## src/rtl/router_port_rx.sv

```systemverilog
// router_port_rx: receive side of one router input port.
//   Deserialises the frame_n/valid_n/din pin protocol into a destination
//   address and a byte stream. Completed bytes land in a show-ahead FIFO
//   whose head is registered onto m_*.
// Ports:
//   clk, reset      clock / async active-high reset
//   frame_n,valid_n,din  serial packet input (address then data, LSB first)
//   busy_n          start-of-packet throttle to the sender
//   addr,addr_valid captured destination + one-cycle update pulse
//   m_data,m_sop,m_eop,m_err,m_valid,m_ready  FIFO head stream
//   ovf             one-cycle pulse when a byte is dropped on a full FIFO
module router_port_rx #(
  parameter int ADDR_W     = 4,
  parameter int PAD_CYCLES = 5,
  parameter int DEPTH      = 16,
  parameter int AF_THRESH  = 4
) (
  input  logic              clk,
  input  logic              reset,
  input  logic              frame_n,
  input  logic              valid_n,
  input  logic              din,
  output logic              busy_n,
  output logic [ADDR_W-1:0] addr,
  output logic              addr_valid,
  output logic [7:0]        m_data,
  output logic              m_sop,
  output logic              m_eop,
  output logic              m_err,
  output logic              m_valid,
  input  logic              m_ready,
  output logic              ovf
);
  localparam int PW = $clog2(DEPTH);
  localparam int CW = $clog2(PAD_CYCLES + ADDR_W + 8);

  typedef enum logic [2:0] {IDLE, ADDR, PAD, DATA, DROP} state_t;

  state_t            state_q, state_d;
  logic [CW-1:0]     cnt_q, cnt_d;
  logic [ADDR_W-1:0] ash_q, ash_d, addr_q, addr_d;
  logic              addr_valid_q, addr_valid_d;
  logic [7:0]        byte_q, byte_d, nb;
  logic              sop_q, sop_d;
  logic              push_q, push_d;
  logic [10:0]       pword_q, pword_d;   // {err, eop, sop, data}

  // FIFO storage; the head entry stays in memory and is mirrored in head_q
  logic [10:0]       mem [DEPTH];
  logic [PW:0]       wptr_q, wptr_d, rptr_q, rptr_d, fifo_cnt_d;
  logic [10:0]       head_q, head_d;
  logic              m_valid_q, m_valid_d;
  logic              busy_n_q, busy_n_d;
  logic              ovf_q, ovf_d;
  logic              full, pop, wr;

  assign full = (wptr_q[PW] != rptr_q[PW]) && (wptr_q[PW-1:0] == rptr_q[PW-1:0]);
  assign pop  = m_valid_q & m_ready;
  // A pop in the same cycle frees the slot, so a push onto a full FIFO is legal then
  assign wr   = push_q & (~full | pop);

  always_comb begin
    ovf_d      = push_q & full & ~pop;
    wptr_d     = wptr_q + (PW+1)'(wr);
    rptr_d     = rptr_q + (PW+1)'(pop);
    fifo_cnt_d = wptr_d - rptr_d;
    busy_n_d   = fifo_cnt_d <= (PW+1)'(DEPTH - AF_THRESH);
    // Head uses the pre-push write pointer: a new entry shows one cycle after its write
    m_valid_d  = (wptr_q != rptr_d);
    head_d     = mem[rptr_d[PW-1:0]];
  end

  always_ff @(posedge clk) begin
    if (wr) mem[wptr_q[PW-1:0]] <= pword_q;
  end

  always_ff @(posedge clk or posedge reset) begin
    if (reset) begin
      wptr_q    <= '0;
      rptr_q    <= '0;
      head_q    <= '0;
      m_valid_q <= 1'b0;
      busy_n_q  <= 1'b1;
      ovf_q     <= 1'b0;
    end else begin
      wptr_q    <= wptr_d;
      rptr_q    <= rptr_d;
      head_q    <= head_d;
      m_valid_q <= m_valid_d;
      busy_n_q  <= busy_n_d;
      ovf_q     <= ovf_d;
    end
  end

  // Packet decoder
  always_comb begin
    state_d      = state_q;
    cnt_d        = cnt_q;
    ash_d        = ash_q;
    addr_d       = addr_q;
    addr_valid_d = 1'b0;
    byte_d       = byte_q;
    sop_d        = sop_q;
    push_d       = 1'b0;
    pword_d      = pword_q;
    nb           = byte_q;
    if (!valid_n) nb[cnt_q[2:0]] = din;
    case (state_q)
      IDLE: if (!frame_n) begin
        ash_d   = {din, ash_q[ADDR_W-1:1]};
        cnt_d   = CW'(1);
        state_d = ADDR;
      end
      ADDR: begin
        if (frame_n) state_d = IDLE;
        else begin
          ash_d = {din, ash_q[ADDR_W-1:1]};
          if (cnt_q == CW'(ADDR_W-1)) begin
            addr_d       = ash_d;
            addr_valid_d = 1'b1;
            cnt_d        = '0;
            state_d      = PAD;
          end else cnt_d = cnt_q + CW'(1);
        end
      end
      PAD: begin
        if (frame_n) state_d = IDLE;
        else if (cnt_q == CW'(PAD_CYCLES-1)) begin
          cnt_d   = '0;
          byte_d  = '0;
          sop_d   = 1'b1;
          state_d = DATA;
        end else cnt_d = cnt_q + CW'(1);
      end
      DATA: begin
        if (ovf_d) begin
          // Previous byte of this packet was dropped: discard the rest of it
          state_d = frame_n ? IDLE : DROP;
        end else if (!valid_n && cnt_q == CW'(7)) begin
          push_d  = 1'b1;
          pword_d = {1'b0, frame_n, sop_q, nb};
          sop_d   = 1'b0;
          cnt_d   = '0;
          byte_d  = '0;
          if (frame_n) state_d = IDLE;
        end else if (frame_n) begin
          // Truncation: flush the partial byte (upper bits already zero)
          if (!valid_n || cnt_q != '0) begin
            push_d  = 1'b1;
            pword_d = {1'b1, 1'b1, sop_q, nb};
          end
          state_d = IDLE;
        end else if (!valid_n) begin
          byte_d = nb;
          cnt_d  = cnt_q + CW'(1);
        end
      end
      DROP: if (frame_n) state_d = IDLE;
      default: state_d = IDLE;
    endcase
  end

  always_ff @(posedge clk or posedge reset) begin
    if (reset) begin
      state_q      <= IDLE;
      cnt_q        <= '0;
      ash_q        <= '0;
      addr_q       <= '0;
      addr_valid_q <= 1'b0;
      byte_q       <= '0;
      sop_q        <= 1'b0;
      push_q       <= 1'b0;
      pword_q      <= '0;
    end else begin
      state_q      <= state_d;
      cnt_q        <= cnt_d;
      ash_q        <= ash_d;
      addr_q       <= addr_d;
      addr_valid_q <= addr_valid_d;
      byte_q       <= byte_d;
      sop_q        <= sop_d;
      push_q       <= push_d;
      pword_q      <= pword_d;
    end
  end

  assign busy_n     = busy_n_q;
  assign addr       = addr_q;
  assign addr_valid = addr_valid_q;
  assign m_data     = head_q[7:0];
  assign m_sop      = head_q[8];
  assign m_eop      = head_q[9];
  assign m_err      = head_q[10];
  assign m_valid    = m_valid_q;
  assign ovf        = ovf_q;
endmodule

```

## config.mk

```make
export PLATFORM = sky130hd
export DESIGN_NAME = router_port_rx
export DESIGN_NICKNAME = d
export VERILOG_FILES = /design/src/rtl/router_port_rx.sv
export SDC_FILE = /design/constraint.sdc
export NUM_CORES = 1
export LEC_CHECK = 0
export CAP_MARGIN = 10
export CORE_UTILIZATION = 38
export CTS_CLUSTER_DIAMETER = 150
export DETAILED_ROUTE_END_ITERATION = 8
export PLACE_DENSITY = 0.65
export SLEW_MARGIN = 20
export SYNTH_ARGS = -nofsm -noshare
export SYNTH_HDL_FRONTEND = slang
export SYNTH_SLANG_ARGS = --single-unit
```

## constraint.sdc

```tcl
create_clock -name clk -period 3.2 [get_ports clk]
set_input_delay 0.32 -clock clk [delete_from_list [all_inputs] [get_ports clk]]
set_output_delay 0.32 -clock clk [all_outputs]
set_load 0.1 [all_outputs]
```

* Word-level counts from Yosys, hierarchy flattened *
Memory sizes are Yosys's and may differ from the RTL's. A register that Yosys moved wholly into a read port is not among the register bits.
Index checks and enable logic that the tools add are counted.

word-level totals
  register bits = 51
  memory bits (writable) = 176
  input port bits = 6
  output and inout bits = 19
  logic and storage cells = 118
  memories = 1

cells by class
  add/subtract/negate cells = 4
  magnitude comparators = 3
  equality and inequality tests = 20
  multiplexer cells = 48
  bitwise logic cells = 9
  reduce and logical (&&, ||, !) cells = 19

memory list
  memory  words  width  read ports  clocked after memory_dff  write ports  line  source
  mem     16     11     1           1                         1            49    logic [10:0] mem [DEPTH];

operators with widths
  cell                                                  count
  two-way mux 8 bit                                     7
  two-way mux 5 bit                                     9
  two-way mux 11 bit                                    3
  two-way mux 3 bit                                     8
  case mux 5 bit (4 select lines)                       1
  case mux 8 bit (2 select lines)                       1
  two-way mux 1 bit                                     15
  case mux 3 bit (5 select lines)                       1
  inequality test 2 bit (second input constant)         6
  inequality test 3 bit (second input constant)         4
  adder 5 x 1 -> 5 bit                                  2
  == test 5 x 3 -> 1 bit (second input constant)        2
  bitwise mux 8 bit                                     1
  AND reduction 7 bit                                   1
  == test 3 x 2 -> 1 bit (second input constant)        2
  AND reduction 3 bit                                   2
  AND reduction 6 bit                                   1
  nonzero test 2 bit                                    3
  adder 5 x 1 -> 5 bit (second input constant)          1
  == test 5 x 2 -> 1 bit (second input constant)        1
  <= comparator 5 x 4 -> 1 bit (second input constant)  1
  inequality test 5 bit                                 1
  AND reduction 5 bit                                   1
  nonzero test 5 bit                                    1
  other kinds (20)                                      28

* Depth between registers and ports, before layout *
  word-level depth = 11
  mapped depth = 14
  mapped depth without buffers = 11

* Worst setup path before layout *
No wires, ideal clock.

  path kind = register to register
  from = register m_valid_q (netlist: m_valid)
  to = register busy_n_q (netlist: busy_n)
  arrival time = 3465 ps
  data required time = 3116 ps
  slack = -349 ps
  cell stages (with the launch flop) = 15
  path buffers = 3
  period minus slack after synthesis = 3549 ps
  cells stage by stage = dfrtp_1 -> nand2_1 -> inv_1 -> ha_1 -> ha_1 -> clkbuf_1 -> clkbuf_1 -> inv_1 -> clkbuf_1 -> ha_1 -> nor2b_1 -> o21a_1 -> o21ai_0 -> a21oi_1 -> nor3b_1

on the way
  elaborated cells on any way between the ends = 7

RTL lines
  item                          line  source
  start, declared               52    logic m_valid_q, m_valid_d;
  start signal, assigned        89    m_valid_q <= m_valid_d;
  AND 1 bit                     58    assign pop = m_valid_q & m_ready;
  adder 5 x 1 -> 5 bit          65    rptr_d = rptr_q + (PW+1)'(pop);
  net rptr_d[1]                 50    logic [PW:0] wptr_q, wptr_d, rptr_q, rptr_d, fifo_cnt_d;
  subtractor 5 bit              66    fifo_cnt_d = wptr_d - rptr_d;
  <= comparator 5 x 4 -> 1 bit  67    busy_n_d = fifo_cnt_d <= (PW+1)'(DEPTH - AF_THRESH);
  net busy_n_d                  53    logic busy_n_q, busy_n_d;
  end signal, assigned          90    busy_n_q <= busy_n_d;
  end, declared                 53

The timed path passes the listed nets, and every way through them passes these cells.
A chain may end at the register's enable or synchronous reset.

* Final worst setup path *
  from = register wptr_q[3]
  to = register busy_n_q (netlist: busy_n)

on the way
  cells in the longest elaborated chain, start to end = 8

RTL lines
  item                          line  source
  start, declared               50
  start signal, assigned        86    wptr_q <= wptr_d;
  == test 4 bit                 57    assign full = (wptr_q[PW] != rptr_q[PW]) && (wptr_q[PW-1:0] == rptr_q[PW-1:0]);
  logical AND 1 bit             57
  NOT 1 bit                     60    assign wr = push_q & (~full | pop);
  OR 1 bit                      60
  AND 1 bit                     60
  adder 5 x 1 -> 5 bit          64    wptr_d = wptr_q + (PW+1)'(wr);
  net wptr_d[1]                 50
  subtractor 5 bit              66
  <= comparator 5 x 4 -> 1 bit  67
  net busy_n_d                  53

The timed path passes the listed nets, and every way through them passes these cells.

==> run_results.csv <==
group,metric,value,unit
outcome,status,"finished clean",
floorplanning,io_pins,25,
detailed_routing,antenna_violating_nets_post_route,0,
placement,place_inst,914,
cts,cts_resized,0,
yosys,synth-async-reset-ratio,0.257,
cts,cts_root_buf,"clkbuf_16",
placement,port_buffers,24,
yosys,synth_edf_count,176,
finish,layout.cells.non_filler,958,
floorplanning,die_x,162,um
cts,cts_tree,"yes",
detailed_routing,first_pass_iters,5,
cts,clock_latency,0.51,ns
yosys,synth.area.top_cells,"edfxtp_1 54%, dfrtp_1 15%, mux4_2 10%",
hold_path,hp-class,"in2async",
power,p_comb_frac,0.366,
floorplanning,die_h,162,um
cts,clock_path_buffers,3,
detailed_routing,routed_via_density,5.29,
critical_path,r2r-start,"wptr_q[3]",
power,p_leak,0.00392,uW
timing,fmaxAchievable,347,MHz
yosys,syn_area,9730,um^2
grt,grt_remaining_overflow,0,
yosys,syn_avg_cell_area,17.0,um^2
yosys,synth_cell_types,57,
placement,gp_congestion,0.845,
yosys,synthTopCellsByCount,"176 x edfxtp_1, 60 x dfrtp_1, 44 x mux4_2, 31 x nand3_1, 29 x inv_1",
cts,numCtsBuffers,24,
yosys,synthFlopType,"edfxtp_1",
cts,cts_max_level,1,
yosys,synth_cells,573,
critical_path,rrSetupSlack,0.32,ns
power,p_clk_frac,0.245,
flow_run,drv_cap,0,
timing,worstMarginPinSlew,1.07,ns
critical_path,crit_type,"reg2reg",
timing,relSlewSlack,0.285,
power,p_int,7110,uW
finish,layout-drive-gt1-share,0.183,
timing,slew_violations,0,
power,max-vdd-ir-drop,0.689,mV
detailed_routing,drc,0,
power,power.switching,4010,uW
critical_path,reg2reg_to,"busy_n",
finish,n_fill_cell,2180,
timing,setup_viol_count_final,0,
cts,ctsHoldBuffers,0,
finish,layout.nets,627,
detailed_routing,drtIter0Drc,330,
timing,rsz0062_at_grt,"false",
critical_path,end_kind,"flop",
cts,clock_sinks,237,
finish,diodes,0,
grt,grt_max_degree,62,
finish,syn2layout_area_growth,15.2,%
critical_path,worst-path-max-fanout,11,
power,sw_frac_of_total,0.361,
yosys,yosys.area.top_type,"edfxtp_1",
timing,min_period,2.88,ns
placement,dp_slack,0.361,ns
power,p_per_area,994,nW/um^2
grt,grt_pass1_wl,29700,um
yosys,ys_ff_latch,237,
yosys,yosysSeqAreaShare,0.701,
cts,post_cts_buffers,0,
power,seqPwrFrac,0.389,
critical_path,rr_worst_depth,11,
grt,antenna_found_initial,0,
grt,first_global_vias,5343,
cts,clk_pin_slew_worst_paths,0.06,ns
yosys,synth_nets,590,
critical_path,critPathRequiredTime,3.63,ns
yosys,synthDominantCellAreaShare,0.543,
floorplanning,start_util,0.387,
placement,dp_hpwl,11600,um
detailed_routing,vias,5065,
critical_path,worstPathArrival,3.32,ns
timing,finalCritPeriodShare,0.902,
yosys,yosysMostFrequentCell,"edfxtp_1",
detailed_routing,wl_per_cell,19.2,um
floorplanning,core-area,25100,um^2
critical_path,cp-start-kind,"flop",
yosys,yosys_warnings,0,
timing,finalHoldViolCount,0,
floorplanning,die_area,26200,um^2
timing,hold-worst-slack,0.370,ns
detailed_routing,routed_wl,18400,um
grt,track_usage,0.147,
timing,fin_ws,0.315,ns
timing,setup_tns,0,ns
timing,fin_skew,0.0118,ns
floorplanning,rows,58,
-- state kept, by name (all words and copies together), names as in the netlist --
signal,flops
state_q,3
addr_valid,1
ovf,1
push_q,1
wptr_q,5
byte_q,8
pword_q,11
rptr_q,5
cnt_q,5
addr,4
ash_q,3
sop_q,1
m_valid,1
mem,176
head_q,11
busy_n,1
-- area by class of cell --
class	count	area, um^2	share of cell area
well taps	330	413	0.0369
clock inverters	12	139	0.0124
clock buffers	32	631	0.0563
flip-flops and latches	237	6810	0.608
multi-input cells	277	2690	0.240
repair buffers	41	403	0.0360
inverters	29	109	0.00972
-- power groups by stage --
stage | sequential [uW] | combinational (uW) | clock [uW]
final | 4330 | 4070 | 2720
after global routing | 4400 | 4380 | 2900
after floorplan | 4940 | 2400 | 0
after detailed placement | 4400 | 4110 | 0
after CTS | 4340 | 4120 | 2780
after global placement | 4360 | 4050 | 0
-- cell usage in the layout, fill, tap and decap left out, types with 7 or more instances in the layout --
| cell | n |
|---|---|
| edfxtp_1 | 176 |
| dfrtp_1 | 59 |
| mux4_2 | 44 |
| nand3_1 | 31 |
| inv_1 | 28 |
| mux2i_1 | 27 |
| clkbuf_16 | 24 |
| nor2_1 | 23 |
| clkdlybuf4s50_1 | 23 |
| nand2_1 | 16 |
| buf_4 | 15 |
| nor3_1 | 12 |
| o211ai_1 | 12 |
| xor2_1 | 11 |
| ha_1 | 10 |
| o2bb2ai_1 | 9 |
| clkbuf_1 | 8 |
| o21ai_0 | 7 |
| mux2_2 | 7 |
-- cells by family (layout without fill, tap and decap cells) --
logic type,after synthesis,count (layout),synth area share
DFF,237,237,0.701
and+or+nand+nor,111,111,0.0579
muxes,80,80,0.140
buffers and inverters,59,114,0.0256
AOI/OAI and AO/OA,56,56,0.0439
xor gates and xnor gates,19,19,0.0179
adders and majority gates,11,11,0.0142
-- worst max path at each step --
stage               from  endpoint
3_5_place_dp   wptr_q[3]    busy_n
2_1_floorplan    m_valid    busy_n
6_report       wptr_q[3]    busy_n
4_1_cts        wptr_q[3]    busy_n
3_3_place_gp     m_ready    busy_n
5_1_grt        wptr_q[3]    busy_n
-- per-layer routing --
metal,GRT usage,part of all wire,vias to the layer above
met5,0,0,-
met2,0.251,0.50,110
met1,0.192,0.44,2620
li1,-,-,2306
met4,0.0429,0.020,0
met3,0.0237,0.036,29
-- metrics by stage --
stage          area, um^2  utilization  power (uW)
6_report            11200        0.446       11100
5_1_grt             11200        0.446       11700
4_1_cts             11200        0.446       11200
3_5_place_dp        10400        0.415        8510
3_3_place_gp        10400        0.415        8400
2_1_floorplan        9730            -        7340
-- worst max-delay path, cell delays in order, from the launching register on --
cell and delay (ns):
dfrtp_1 0.51, xnor2_1 0.27, and4_1 0.24, a31oi_1 0.10
ha_1 0.21, ha_1 0.31, ha_1 0.31, nor2b_1 0.16
o21a_1 0.17, o21ai_0 0.22, a21oi_1 0.11, nor3b_1 0.18
No activity file was read; power rests on OpenSTA's default activity.
